===== src/rtl/des_pkg.sv =====
// rtl/des_pkg.sv - DES key-schedule tables, state encoding, widths and half-key rotate helper
package des_pkg;
    localparam int ROUNDS   = 16;
    localparam int HALF_W   = 28;
    localparam int SUBKEY_W = 48;

    localparam int PC1_TABLE [56] = '{
        57, 49, 41, 33, 25, 17,  9,  1, 58, 50, 42, 34, 26, 18,
        10,  2, 59, 51, 43, 35, 27, 19, 11,  3, 60, 52, 44, 36,
        63, 55, 47, 39, 31, 23, 15,  7, 62, 54, 46, 38, 30, 22,
        14,  6, 61, 53, 45, 37, 29, 21, 13,  5, 28, 20, 12,  4
    };

    localparam int PC2_TABLE [48] = '{
        14, 17, 11, 24,  1,  5,  3, 28, 15,  6, 21, 10,
        23, 19, 12,  4, 26,  8, 16,  7, 27, 20, 13,  2,
        41, 52, 31, 37, 47, 55, 30, 40, 51, 45, 33, 48,
        44, 49, 39, 56, 34, 53, 46, 42, 50, 36, 29, 32
    };

    localparam int SHIFT_TABLE [ROUNDS] = '{1, 1, 2, 2, 2, 2, 2, 2, 1, 2, 2, 2, 2, 2, 2, 1};

    typedef enum logic [1:0] {IDLE, RUN, FIN} state_t;

    // Rotate a 28-bit half by 1 or 2 places; a doubled copy makes both directions plain slices.
    function automatic logic [HALF_W-1:0] rot_half(input logic [HALF_W-1:0] x, input int amt,
                                                   input logic right);
        logic [2*HALF_W-1:0] dbl;
        logic [HALF_W-1:0]   res;
        dbl = {x, x};
        if (right)
            res = (amt == 1) ? dbl[HALF_W:1] : dbl[HALF_W+1:2];
        else
            res = (amt == 1) ? dbl[2*HALF_W-2:HALF_W-1] : dbl[2*HALF_W-3:HALF_W-2];
        return res;
    endfunction
endpackage


===== src/rtl/des_pc1.sv =====
// rtl/des_pc1.sv - DES PC-1 permutation, 64-bit key to 56-bit C||D (parity bits dropped)
module des_pc1
    import des_pkg::*;
(
    input  logic [63:0]         key,
    output logic [2*HALF_W-1:0] cd
);
    genvar i;
    generate
        for (i = 0; i < 2*HALF_W; i++) begin : g_pc1
            assign cd[2*HALF_W-1-i] = key[64-PC1_TABLE[i]];
        end
    endgenerate

    logic unused_parity;
    assign unused_parity = ^{key[56], key[48], key[40], key[32], key[24], key[16], key[8], key[0]};
endmodule


===== src/rtl/des_key_sched_seq.sv =====
// rtl/des_key_sched_seq.sv - sequential DES/3DES round-subkey generator, encrypt or decrypt order
// Optional odd-parity key check on start: PARITY_CHECK_EN
module des_key_sched_seq
    import des_pkg::*;
#(
    parameter int NUM_KEYS = 3,
    parameter int KSEL_W   = 2
) (
    input  logic                   clk,
    input  logic                   rst_n,
    input  logic [64*NUM_KEYS-1:0] key_in,
    input  logic [KSEL_W-1:0]      key_sel,
    input  logic                   decrypt,
    input  logic                   start,
    input  logic                   abort,
    output logic                   busy,
    output logic                   subkey_valid,
    input  logic                   subkey_ready,
    output logic [SUBKEY_W-1:0]    subkey,
    output logic [3:0]             round_idx,
    output logic                   done,
    output logic                   err
);
    state_t                state_q, state_d;
    logic [HALF_W-1:0]     c_q, c_d, d_q, d_d, c_adv, d_adv;
    logic [3:0]            round_q, round_d, round_adv;
    logic                  dec_q, dec_d, valid_q, valid_d, err_q, err_d;
    logic [SUBKEY_W-1:0]   subkey_q, subkey_d;
    logic [63:0]           sel_key;
    logic                  sel_hit, key_ok, last_round;
    logic [2*HALF_W-1:0]   pc1_cd;

    function automatic logic [SUBKEY_W-1:0] pc2(input logic [2*HALF_W-1:0] cd);
        logic [SUBKEY_W-1:0] res;
        for (int i = 0; i < SUBKEY_W; i++) res[SUBKEY_W-1-i] = cd[2*HALF_W-PC2_TABLE[i]];
        return res;
    endfunction

    always_comb begin
        sel_key = '0;
        sel_hit = 1'b0;
        for (int i = 0; i < NUM_KEYS; i++) begin
            if (key_sel == KSEL_W'(i)) begin
                sel_key = key_in[64*i +: 64];
                sel_hit = 1'b1;
            end
        end
    end

`ifdef PARITY_CHECK_EN
    always_comb begin
        key_ok = sel_hit;
        for (int b = 0; b < 8; b++) if (!(^sel_key[8*b +: 8])) key_ok = 1'b0;
    end
`else
    assign key_ok = sel_hit;
`endif

    des_pc1 u_pc1 (.key(sel_key), .cd(pc1_cd));

    // Decrypt walks the rotations back: undo the shift of the round just emitted.
    always_comb begin
        if (dec_q) begin
            round_adv  = round_q - 4'd1;
            c_adv      = rot_half(c_q, SHIFT_TABLE[round_q], 1'b1);
            d_adv      = rot_half(d_q, SHIFT_TABLE[round_q], 1'b1);
            last_round = (round_q == 4'd0);
        end else begin
            round_adv  = round_q + 4'd1;
            c_adv      = rot_half(c_q, SHIFT_TABLE[round_adv], 1'b0);
            d_adv      = rot_half(d_q, SHIFT_TABLE[round_adv], 1'b0);
            last_round = (round_q == 4'(ROUNDS-1));
        end
    end

    always_comb begin
        state_d  = state_q;
        c_d      = c_q;
        d_d      = d_q;
        round_d  = round_q;
        dec_d    = dec_q;
        subkey_d = subkey_q;
        valid_d  = valid_q;
        err_d    = 1'b0;
        case (state_q)
            IDLE: begin
                valid_d = 1'b0;
                if (start) begin
                    if (key_ok) begin
                        c_d     = decrypt ? pc1_cd[2*HALF_W-1:HALF_W]
                                          : rot_half(pc1_cd[2*HALF_W-1:HALF_W], SHIFT_TABLE[0], 1'b0);
                        d_d     = decrypt ? pc1_cd[HALF_W-1:0]
                                          : rot_half(pc1_cd[HALF_W-1:0], SHIFT_TABLE[0], 1'b0);
                        round_d = decrypt ? 4'(ROUNDS-1) : 4'd0;
                        dec_d   = decrypt;
                        state_d = RUN;
                    end else begin
                        err_d = 1'b1;
                    end
                end
            end
            RUN: begin
                if (abort) begin
                    state_d = IDLE;
                    valid_d = 1'b0;
                end else if (!valid_q) begin
                    subkey_d = pc2({c_q, d_q});
                    valid_d  = 1'b1;
                end else if (subkey_ready) begin
                    if (last_round) begin
                        state_d = FIN;
                        valid_d = 1'b0;
                    end else begin
                        c_d      = c_adv;
                        d_d      = d_adv;
                        round_d  = round_adv;
                        subkey_d = pc2({c_adv, d_adv});
                    end
                end
            end
            FIN:     state_d = IDLE;
            default: state_d = IDLE;
        endcase
    end

    always_ff @(posedge clk or negedge rst_n) begin
        if (!rst_n) begin
            state_q  <= IDLE;
            c_q      <= '0;
            d_q      <= '0;
            round_q  <= '0;
            dec_q    <= 1'b0;
            subkey_q <= '0;
            valid_q  <= 1'b0;
            err_q    <= 1'b0;
        end else begin
            state_q  <= state_d;
            c_q      <= c_d;
            d_q      <= d_d;
            round_q  <= round_d;
            dec_q    <= dec_d;
            subkey_q <= subkey_d;
            valid_q  <= valid_d;
            err_q    <= err_d;
        end
    end

    assign busy         = (state_q != IDLE);
    assign done         = (state_q == FIN) && !abort;
    assign subkey_valid = valid_q;
    assign subkey       = subkey_q;
    assign round_idx    = round_q;
    assign err          = err_q;
endmodule


===== config.mk =====
export PLATFORM = sky130hd
export DESIGN_NAME = des_key_sched_seq
export DESIGN_NICKNAME = d
export VERILOG_FILES = /design/src/rtl/des_pkg.sv /design/src/rtl/des_pc1.sv /design/src/rtl/des_key_sched_seq.sv
export SDC_FILE = /design/constraint.sdc
export NUM_CORES = 1
export LEC_CHECK = 0
export CAP_MARGIN = 20
export CORE_MARGIN = 1
export CORE_UTILIZATION = 48
export CTS_BUF_LIST = sky130_fd_sc_hd__clkbuf_2
export CTS_CLUSTER_DIAMETER = 100
export CTS_CLUSTER_SIZE = 20
export DETAILED_ROUTE_END_ITERATION = 10
export HOLD_SLACK_MARGIN = 0.1
export PLACE_DENSITY = 0.79
export SYNTH_ARGS = -nofsm -noshare
export SYNTH_HDL_FRONTEND = slang
export SYNTH_SLANG_ARGS = --single-unit

===== constraint.sdc =====
create_clock -name clk -period 3.57 [get_ports clk]
set_input_delay 0.714 -clock clk [delete_from_list [all_inputs] [get_ports clk]]
set_output_delay 0.714 -clock clk [all_outputs]
set_load 0.01 [all_outputs]

==> qor.txt, run 1 <==
VDD IR max -> 0.363 mV
Yosys warning count -> 0
vias after detailed routing -> 9,786
Skew-Pair Late Insertion Delay -> 0.74 ns
TritonRoute pass-1 iters -> 7
Clock Sinks -> 113
min-delay worst type -> in -> reg
RSZ-0062 raised after global routing -> false
Reg area -> 0.00283 mm²
nets@finish -> 1,473
synthesized instance count -> 1,110
fillcell total -> 1,751
Rows -> 51
final setup TNS -> 0 ns
largest family of logic cells by synthesized area -> compound AO/OA/AOI/OAI gates
total wire length -> 30,800 µm
worst-margin pin slew -> 1.13 ns
Initial Util -> 0.494
grt total ovfl -> 0
Final Critical Period -> 3.09 ns
Worst Setup End Kind -> output pin
mux share of post-synthesis cell area -> 0.177
CP Max Fanout -> 54
CP Data Required Time -> 2.86 ns
most frequent cells in the layout -> clkdlybuf4s50_1, mux2i_1, nand2_1, dfrtp_1, a31o_1
drt initial violations -> 1,096
Async S/R FF share, synth -> 1.00
crit path launch -> subkey_valid$_DFFE_PN0P_
Final setup viols -> 0
GRT Overall Usage -> 0.300
Max-slew headroom -> 0.245
num ports -> 256
Final Hold Viols -> 0
Pleak -> 0.00530 µW
I/O Buffers -> 231
Mapped Nets -> 1,316
Detail Route Antenna Nets -> 0
Most used DFF post-synth -> dfrtp_1
Final Cycle Share -> 0.866
footprint of the multi-input gates -> 0.00630 mm²
post-DP HPWL -> 19,300 µm
# DRC -> 0
Yosys reg bits -> 113
FF-to-FF End -> c_q[27]$_DFFE_PN0P_
status -> completed
area delta synth->final -> 26.0%
top-area cell type share of the netlist area -> 0.292
Synth area leaders -> dfrtp_1, mux2i_1, a31o_1
post-synthesis compound-gate area fraction -> 0.309
Worst EP arrival -> 2.38 ns
layout cells sized above 1 -> 0.0852
CTS clock-pin slew for the worst setup and hold paths -> 0.18 ns
CTS tree -> done
post-layout util -> 0.623
number of CTS-inserted buffers -> 17
most common cell after layout, fill and taps aside -> clkdlybuf4s50_1
Synth Area in Adders -> 0.00775
Total Power -> 8150 µW
Power Dens Cells -> 668 mW/mm²
Root Driver -> clkbuf_2
Post-synth EDFFs -> 0
core box area -> 0.0196 mm²
RePlAce Congestion -> 0.853
post-synthesis sequential area ratio -> 0.292
mapped cell area -> 0.00968 mm²
drt via density -> 6.33
R2R cell count -> 8
Die Y -> 144 µm
Clock Tree Buf Depth -> 2
Crit Path Class -> reg -> out
die area -> 0.0207 mm²
Setup Skew -> 0.0289 ns
CP Capture Point -> subkey_valid
Fmax achieved -> 323 MHz
worst r2r src -> round_idx[0]$_DFFE_PN0P_
largest net degree at the start of global routing -> 114
CP Launch Type -> flop
leading area contributor after synthesis -> dfrtp_1
Post-Synth XOR/XNOR Area -> 0.00271
Mapped Avg Cell Area -> 8.72 µm²
register-to-register setup slack -> 0.85 ns
H-tree depth -> 4
fin. max-slew vios -> 0
Max Cap Viol -> 0
vias in the first global route -> 9,155
Cell variety after synth -> 45
first-pass GRT wire length -> 48,600 µm
Routed wire per std cell -> 19.9 µm
Die X -> 144 µm
Post-Synth Simple-Gate Area -> 0.149
initial antenna violation count -> 2
==> report_power, final <==
group	leakage [µW]	total (µW)	internal [µW]	switching, µW
Clock	0.000121	691	179	513
Combinational	0.00375	4970	2360	2610
Sequential	0.00143	2480	1820	659
Total	0.00530	8150	4370	3780
==> per-layer routing <==
layer / track usage / vias up / wire length, µm
li1: - / 4483 / -
met3: 0.0649 / 46 / 3510
met4: 0.0918 / 0 / 469
met1: 0.417 / 4674 / 13300
met2: 0.463 / 583 / 13600
met5: 0 / - / 0
==> through the flow <==
stage               hold slack (ns)  area, µm²  setup WS [ns]  std cells
floorplan                     0.418       9680           1.43       1110
global placement              0.574      12000          0.592       1512
detailed placement            0.578      12000          0.555       1512
CTS                           0.375      12200          0.441       1545
global route                  0.419      12200          0.400       1546
finish                        0.402      12200          0.479       1546
==> flip-flops by register name (all words and copies together), names as in the netlist <==
signal and cells:
dec_q 1, subkey_valid 1, c_q 28, subkey 48
d_q 28, err 1, state_q 2, round_idx 4
==> cells in the mapped netlist, types with 2 or more instances <==
library cell / count
buf_2: 30
xor2_1: 2
a31o_2: 39
nand3_1: 60
buf_6: 14
buf_1: 10
nand2b_1: 2
o21a_1: 48
ha_1: 6
o2bb2ai_1: 56
a31o_1: 65
o31ai_1: 58
nor3_1: 2
dfrtp_1: 113
nand2_1: 120
and2_1: 2
a22o_1: 48
buf_4: 3
o21ai_0: 60
clkbuf_1: 60
nor2b_1: 51
nand4b_1: 2
nor3b_1: 2
mux2i_1: 170
inv_1: 5
nor2_1: 63
==> layout make-up <==
class | count | share of cell area
repair buffers | 255 | 0.210
clock buffers | 22 | 0.00903
well taps | 265 | 0.0272
clock inverters | 10 | 0.00369
multi-input cells | 875 | 0.516
inverters | 5 | 0.00154
diodes | 1 | 0.000205
flip-flops and latches | 113 | 0.232
==> worst min path at each step <==
stage                           start                      to  slack, ns  depth (start not counted)
4_1_cts                    key_sel[1]  state_q[0]$_DFFE_PN0P_       0.37                          4
3_5_place_dp   subkey[28]$_DFFE_PN0P_  subkey[28]$_DFFE_PN0P_       0.58                          2
2_1_floorplan                   rst_n      c_q[0]$_DFFE_PN0P_       0.42                          0
3_3_place_gp   subkey[38]$_DFFE_PN0P_  subkey[38]$_DFFE_PN0P_       0.57                          2
5_1_grt                    key_sel[0]  state_q[0]$_DFFE_PN0P_       0.42                          4
6_report                   key_sel[0]  state_q[0]$_DFFE_PN0P_       0.40                          4
==> cells by family (layout without fill, tap and decap cells) <==
kind of cell / count (synthesis) / count (layout)
AO/OA/AOI/OAI: 383 / 383
XOR/XNOR: 3 / 3
adder cells (fa/ha/maj): 6 / 6
buffers and inverters: 122 / 292
flip-flops: 113 / 113
multiplexers: 171 / 171
other: 0 / 1
AND/OR/NAND/NOR: 312 / 312
==> worst max-delay path: stages, from the launching register on <==
cell and delay [ns]:
dfrtp_2 0.40, buf_4 0.56, clkdlybuf4s50_1 0.67
==> timing repair <==
action	CTS	global route
gates resized for setup	0	0
endpoints found under the hold margin	39	0
setup buffers	0	0
hold buffers	1	0
(Power assumes the default switching activity.)
==> inputs of run 2 (changes only) <==
--- a/config.mk
+++ b/config.mk
@@ -6,6 +6,7 @@
 export NUM_CORES = 1
 export LEC_CHECK = 0
 export CAP_MARGIN = 20
+export CORE_ASPECT_RATIO = 1.2
 export CORE_MARGIN = 1
 export CORE_UTILIZATION = 48
 export CTS_BUF_LIST = sky130_fd_sc_hd__clkbuf_2
==> run 2 against run 1 <==
  * Final cell count is essentially flat
  * Sequential power grew 2%
  * Count of clock-buffer cells in the layout down 1
  * Design area hardly changed
  * Routed wire length is 0.83% higher
  * Critical endpoint is now done
  * Largest cell class unchanged
  * Highest routed layer unchanged
==> qor.txt, run 2 (same netlist as run 1, synthesis figures left out) <==
drt via density -> 6.29
vias in the first global route -> 9,658
R2R cell count -> 7
H-tree depth -> 4
Clock Sinks -> 113
Root Driver -> clkbuf_2
PostCTS Resize Cnt -> 0
drt initial violations -> 1,099
post-DP HPWL -> 19,800 µm
grt total ovfl -> 0
Final Hold Viols -> 0
core box area -> 0.0197 mm²
# hold bufs at CTS -> 1
die area -> 0.0207 mm²
Die X -> 132 µm
status -> completed
Final Cycle Share -> 0.763
VDD IR max -> 1.13 mV
Crit Path Class -> reg -> out
CTS tree -> done
register-to-register setup slack -> 0.89 ns
most common cell after layout, fill and taps aside -> clkdlybuf4s50_1
Max Cap Viol -> 0
Worst Setup End Kind -> output pin
largest net degree at the start of global routing -> 87
num ports -> 256
max layer used -> met4
Routed wire per std cell -> 20.1 µm
total setup buffers inserted after CTS -> 0
RSZ-0062 raised after global routing -> false
initial antenna violation count -> 0
post-layout util -> 0.620
total wire length -> 31,100 µm
Rows -> 56
Final setup viols -> 0
number of CTS-inserted buffers -> 17
CP Max Fanout -> 7
worst r2r src -> round_idx[1]$_DFFE_PN0P_
TritonRoute pass-1 iters -> 6
FF-to-FF End -> subkey[12]$_DFFE_PN0P_
M1 WL -> 12,000 µm
Ant. Diodes -> 0
Final Worst Setup Slack -> 0.846 ns
# DRC -> 0
met2 wire len -> 16,200 µm
Setup Skew -> 0.0217 ns
layout cells sized above 1 -> 0.0864
Skew-Pair Late Insertion Delay -> 0.74 ns
nets@finish -> 1,477
fin. max-slew vios -> 0
Detail Route Antenna Nets -> 0
GRT Overall Usage -> 0.296
Power Dens Cells -> 669 mW/mm²
I/O Buffers -> 231
CP Data Required Time -> 2.86 ns
Max-slew headroom -> 0.420
worst slack, placed -> 0.749 ns
min-delay worst type -> in -> async
Inst Count DP -> 1,512
area delta synth->final -> 26.1%
Final Critical Period -> 2.72 ns
final setup TNS -> 0 ns
most frequent cells in the layout -> clkdlybuf4s50_1, mux2i_1, nand2_1, dfrtp_1, a31o_1
Pleak -> 0.00531 µW
Clock Tree Buf Depth -> 2
RePlAce Congestion -> 0.827
Final Non-Filler Cells -> 1,545
Initial Util -> 0.492
CP Launch Type -> flop
worst-margin pin slew -> 0.870 ns
first-pass GRT wire length -> 49,200 µm
Total Power -> 8170 µW
CTS clock-pin slew for the worst setup and hold paths -> 0.18 ns
Fmax achieved -> 367 MHz
max reg flops -> 48
met3 WL -> 2040 µm
Die Y -> 158 µm
Worst EP arrival -> 2.01 ns
vias after detailed routing -> 9,718
[run 2: cell types whose count changed in the layout (fill, tap and decap cells not counted), sizes merged]
| cell | before | now |
|---|---|---|
| buf | 27 | 31 |
| clkbuf | 22 | 21 |
| diode | 1 | 0 |
| clkinv | 10 | 11 |
[run 2: stage by stage]
step / hold WS, ns / area [µm²]
floorplan: 0.418 / 9680
global placement: 0.580 / 12000
detailed placement: 0.578 / 12000
CTS: 0.582 / 12200
global route: 0.581 / 12200
finish: 0.570 / 12200
[run 2: how the worst max path moves through the flow]
stage | slack (ns) | cells after the start | end | start
6_report | 0.85 | 2 | done | state_q[1]$_DFFE_PN0P_
5_1_grt | 0.67 | 2 | done | state_q[1]$_DFFE_PN0P_
4_1_cts | 0.81 | 2 | done | state_q[1]$_DFFE_PN0P_
3_5_place_dp | 0.75 | 7 | c_q[8]$_DFFE_PN0P_ | key_sel[1]
3_3_place_gp | 0.80 | 6 | subkey[23]$_DFFE_PN0P_ | abort
2_1_floorplan | 1.43 | 8 | c_q[27]$_DFFE_PN0P_ | key_sel[0]
[run 2: final cells by class]
type / instances / area (µm²)
clock buffer: 21 / 105
clock inverter: 11 / 47.5
fill: 1740 / 7480
inverter: 5 / 18.8
multi-input combinational: 875 / 6300
sequential: 113 / 2830
tap: 261 / 327
timing repair buffer: 259 / 2570
[run 2: layer usage]
metal  up-vias  track usage
met3        77       0.0442
met1      4723        0.346
li1       4492            -
met4         0        0.117
met2       426        0.546
met5         -            0
[run 2: power breakdown]
group / switching [µW] / leakage, µW / internal (µW) / total [µW]
logic: 2580 / 0.00376 / 2380 / 4960
registers: 697 / 0.00143 / 1820 / 2520
clock network: 513 / 0.000116 / 173 / 686
total: 3790 / 0.00531 / 4380 / 8170
[run 2: critical path, stage by stage (launching register included)]
cell	delay (ns)
dfrtp_1	0.51
nor3b_1	0.22
clkdlybuf4s50_1	0.56
==> inputs of run 3 (changes only) <==
==> constraint.sdc (replaced) <==
create_clock -name clk -period 2.6 [get_ports clk]
set_input_delay 0.52 -clock clk [delete_from_list [all_inputs] [get_ports clk]]
set_output_delay 0.52 -clock clk [all_outputs]
set_load 0.01 [all_outputs]
==> run 3 against run 2 <==
  * Highest routed layer unchanged
  * Total power up 40%
  * Largest power group unchanged
  * Count of clock-buffer cells in the layout unchanged
  * Register-to-register slack worse by 0.66 ns
==> qor.txt, run 3 (same netlist as run 1, synthesis figures left out) <==
area delta synth->final -> 28.2%
Pleak -> 0.00538 µW
fin. max-slew vios -> 0
core box area -> 0.0197 mm²
# DRC -> 0
vias in the first global route -> 9,909
GRT Overall Usage -> 0.296
Root Driver -> clkbuf_2
H-tree depth -> 4
vias after detailed routing -> 9,824
CP Data Required Time -> 2.08 ns
CTS tree -> done
initial antenna violation count -> 0
Worst Setup End Kind -> output pin
crit path launch -> state_q[0]$_DFFE_PN0P_
CP Max Fanout -> 6
fillcell total -> 1,707
Final Critical Period -> 2.46 ns
post-layout util -> 0.630
status -> completed
final setup TNS -> 0 ns
Final setup viols -> 0
most common cell after layout, fill and taps aside -> clkdlybuf4s50_1
Hold Crit Endpoint -> state_q[0]$_DFFE_PN0P_
I/O Buffers -> 231
Skew-Pair Late Insertion Delay -> 0.72 ns
RePlAce Congestion -> 0.845
Final Cycle Share -> 0.948
R2R cell count -> 7
drt initial violations -> 870
max reg flops -> 48
layout cells sized above 1 -> 0.0894
VDD IR max -> 1.14 mV
Initial Util -> 0.492
Final Hold Viols -> 0
FF-to-FF End -> d_q[8]$_DFFE_PN0P_
most frequent cells in the layout -> clkdlybuf4s50_1, mux2i_1, nand2_1, dfrtp_1, a31o_1
worst r2r src -> round_idx[1]$_DFFE_PN0P_
register-to-register setup slack -> 0.23 ns
Power Dens Cells -> 921 mW/mm²
largest net degree at the start of global routing -> 91
first-pass GRT wire length -> 49,100 µm
Worst EP arrival -> 1.94 ns
CTS clock-pin slew for the worst setup and hold paths -> 0.16 ns
Clock Sinks -> 113
Clock Tree Buf Depth -> 2
Crit Path Class -> reg -> out
num ports -> 256
Rows -> 56
min-delay worst type -> in -> reg
total wire length -> 31,100 µm
drt via density -> 6.35
post-DP HPWL -> 19,800 µm
number of CTS-inserted buffers -> 17
die area -> 0.0207 mm²
total setup buffers inserted after CTS -> 0
Routed wire per std cell -> 20.1 µm
Hold WS -> 0.303 ns
grt total ovfl -> 0
Max Cap Viol -> 0
TritonRoute pass-1 iters -> 5
Detail Route Antenna Nets -> 0
CP Launch Type -> flop
nets@finish -> 1,480
Fmax achieved -> 406 MHz
WHS Path Cells -> 4
Max-slew headroom -> 0.394
RSZ-0062 raised after global routing -> false
Die Y -> 158 µm
Setup Skew -> 0.0288 ns
worst-margin pin slew -> 0.908 ns
Die X -> 132 µm
Ant. Diodes -> 0
HP Start -> key_sel[1]
==> run 3: cell types whose count changed in the layout (fill, tap and decap cells not counted), sizes merged <==
cell    change
clkinv      -1
bufinv      +1
buf         +3
==> run 3: cell type report <==
cell class                 instances  area, µm²  share of cell area
sequential                       113       2840               0.228
timing repair buffer             262       2750               0.222
multi-input combinational        875       6300               0.508
tap                              261        327              0.0263
inverter                           5       18.8             0.00151
clock inverter                    11       71.3             0.00575
clock buffer                      21        105             0.00847
==> run 3: what timing repair did <==
item	4_1_cts	5_1_grt
hold endpoints to repair	44	0
hold buffers	1	0
resized for setup	0	3
setup endpoints to repair	0	2
==> run 3: critical path, stage by stage, from the launching register on <==
cell and delay [ns]:
dfrtp_2 0.48, nor3b_1 0.20, clkdlybuf4s50_1 0.56
==> run 3: layer usage <==
metal  global-route usage  vias up  share of wire
met2                0.543      436           0.52
met3               0.0448       78          0.056
li1                     -     4506              -
met4                0.140        0          0.031
met5                    0        -              0
met1                0.337     4804           0.39
==> run 3: stage by stage <==
| stage | total power (µW) | cell area, µm² | instances | setup WS, ns |
|---|---|---|---|---|
| floorplan | 7970 | 9680 | 1110 | 0.527 |
| global placement | 10200 | 12200 | 1515 | 0.0948 |
| detailed placement | 10300 | 12200 | 1515 | 0.103 |
| CTS | 11300 | 12400 | 1548 | 0.0575 |
| global route | 12200 | 12400 | 1548 | 0.00631 |
| finish | 11400 | 12400 | 1548 | 0.136 |
==> run 3: worst max-delay path by stage <==
stage / end / slack (ns) / depth (start not counted)
floorplan: subkey[31]$_DFFE_PN0P_ / 0.53 / 9
global placement: c_q[7]$_DFFE_PN0P_ / 0.09 / 7
detailed placement: c_q[25]$_DFFE_PN0P_ / 0.10 / 7
CTS: subkey_valid / 0.06 / 2
global route: done / 0.006 / 2
finish: done / 0.14 / 2
==> run 3: report_power, final <==
group          internal (µW)  total [µW]  switching [µW]
sequential              2510        3420             917
combinational           3360        6970            3610
clock                    333        1040             705
total                   6190       11400            5230
==> edit (config.mk and constraints of run 3) <==
The parameter `NUM_KEYS` goes from 3 to 5.
--- a/src/rtl/des_key_sched_seq.sv
+++ b/src/rtl/des_key_sched_seq.sv
@@ -5,3 +5,3 @@
 #(
-    parameter int NUM_KEYS = 3,
+    parameter int NUM_KEYS = 5,
     parameter int KSEL_W   = 2
Interface: changed (resized key_in); port bits go from 256 to 384. No check against the original RTL was run, so the function may have changed too.
==> edit against run 3 <==
Setup slack got worse by 70 ps; utilization increased by 7.5 points; register-to-register slack got worse by 130 ps; critical endpoint is now subkey_valid; routed wire length increased by 20%; area after synthesis decreased by 3.0%; sequential cell count unchanged; design area increased by 8.0%; total power increased by 9.9%; sequential power decreased by 3%.
==> edit: results (changes against run 3) <==
status complete, no violations (unchanged); Final Wtd Congestion 0.931 (was 0.845); count of cell types in the netlist 50 (was 45); Critical-path top delay cell clkdlybuf4s50_1 (unchanged); sequential cell area fraction in the yosys report 30.1% (was 29.2%); fillers 1516 (was 1707); initial antenna violation count 4 (was 0); H-tree depth 4 (unchanged); number of flip-flops in the largest register 48 (unchanged); Synth warnings 0 (unchanged); PortBufs 287 (was 231); insertion delay to the later sink of the worst-skew pair 760 ps (was 720 ps); total clock buffers created by CTS 17 (unchanged); Vias 9937 (was 9824); clock root buffer clkbuf_2 (unchanged); layout cells sized above 1 18.1% (was 8.94%); HP Class input port to flip-flop (unchanged); syn nets 1365 (was 1316); placed inst area 12900 sq um (was 12200 sq um); Pre-antenna DRT Iters 7 (was 5); clk_skew 30.5 ps (was 28.8 ps); crit-path max cell delay around 570 ps; relative slew slack 55.9% (was 39.4%); worst vdd ir 0.628 mV (was 1.14 mV); top cells by area, synth dfrtp_1 (30%), mux4_2 (13%), o31ai_1 (7.7%), mux2i_1 (6.8%), a21oi_1 (6.3%) (was dfrtp_1 (29%), mux2i_1 (18%), a31o_1 (5.9%), o2bb2ai_1 (5.1%), nand2_1 (4.7%)); CP max FO 26 (was 6); DP HPWL 27100 microns (was 19800 microns); top cells by count, synth a21oi_1 (119), dfrtp_1 (113), nand2_1 (107), o31ai_1 (96), nor2_1 (82) (was mux2i_1 (170), nand2_1 (120), dfrtp_1 (113), a31o_1 (65), nor2_1 (63)); Leakage 5.51 nW (was 5.38 nW); Tot GR Track Use 37.3% (was 29.6%); WL final 37200 microns (was 31100 microns); vias in the first global route 9726 (was 9909); DR iter-0 viols 961 (was 870); Clock transition at path regs 160 ps (about the same); CP delay by family, top buffers and inverters (unchanged); Post-synth ARST share 100% (unchanged); global-route wire length before repair 55400 microns (was 49100 microns); Worst Hold Path Cells 2 (was 4); Critical Path AT 2010 ps (was 1940 ps); Register-to-Register Path Depth 10 (was 7); largest net degree at the start of global routing 80 (was 91); maximum clock path buffer count 2 (unchanged); NumNets Final 1647 (was 1480); Switching Fraction 45.1% (was 45.8%)
## edit: cell types whose count changed in the layout (fill, tap and decap cells not counted), sizes merged, moves of 48 or more
cell,change
a21oi,+120
mux2i,-106
a31o,-104
mux4,+56
o2bb2ai,-56
clkdlybuf4s50,+55
nand3,-48
## edit: cell families (layout without fill, tap and decap cells)
family                   count (synthesis)  after routing  share of synthesized area (%)
XOR/XNOR                                 3              3                          0.280
AO/OA/AOI/OAI                          261            262                           17.4
multiplexers                           163            163                           26.3
AND/OR/NAND/NOR                        377            377                           20.2
flip-flops                             113            113                           30.1
adder cells (fa/ha/maj)                  6              6                          0.799
other                                    1              4                         0.0399
buffers and inverters                  107            401                           4.90
## edit: layout make-up
cell class,instances,area (sq um),share of cell area [%]
Clock inverter,11,71.3,0.532
Inverter,3,11.3,0.0840
Timing Repair Buffer,366,3740,27.9
Sequential cell,113,2830,21.1
Multi-Input combinational cell,812,6310,47.1
Tap cell,256,320,2.39
Clock buffer,21,105,0.784
Antenna cell,3,7.51,0.0560
## edit: metrics by stage
step / std cells / worst slack [ps] / hold slack [ps] / util, %
after floorplan: 1031 / 92.7 / 224 / -
after global placement: 1540 / -341 / 479 / 68.1
after detailed placement: 1540 / -378 / 484 / 68.1
after CTS: 1576 / -4.84 / 273 / 69.4
after global routing: 1584 / -3.93 / 285 / 70.5
final: 1585 / 66.1 / 281 / 70.5
## edit: path summary, 6_finish.rpt
kind,from,to,slack (ps)
setup / recovery,subkey_valid,subkey_valid,70
hold / removal,decrypt,dec_q,280
setup reg to reg,round_idx[0],subkey[47],100
hold reg to reg,subkey[26],subkey[26],510
max in group asynchronous,rst_n,subkey_valid,1540
min in group asynchronous,rst_n,subkey[16],310
## edit: metal layers
metal	GRT usage (%)	share of wire, %	vias up	routed length (microns)
li1	-	-	4451	-
met1	42.5	35	4755	12900
met2	60.5	48	597	17900
met3	8.73	9.2	130	3400
met4	27.9	7.9	4	2950
met5	0	0.070	-	26
## edit: worst register-to-register path: stages (launching register included)
cell and delay (ps):
dfrtp_1 420, buf_4 150, ha_4 170, buf_6 130, and2_1 170, a21oi_2 190
o31ai_4 100, buf_4 220, a22o_1 260, o31ai_1 420, o21ai_0 150
## edit: what timing repair did
item / in CTS / in global routing
pin swaps: 1 / 5
hold buffers: 1 / 0
resized for setup: 11 / 25
endpoints found under the setup margin: 73 / 90
endpoints found under the hold margin: 43 / 0
cloned: 1 / 2
setup buffers: 2 / 4
## edit: power by group through the flow
stage,Clock [mW],Sequential (mW),Combinational (mW)
detailed placement,0,3.31,7.70
floorplan,0,3.24,4.80
finish,1.02,3.32,8.21
CTS,1.02,3.28,7.82
global route,1.11,3.42,8.81
global placement,0,3.31,7.60
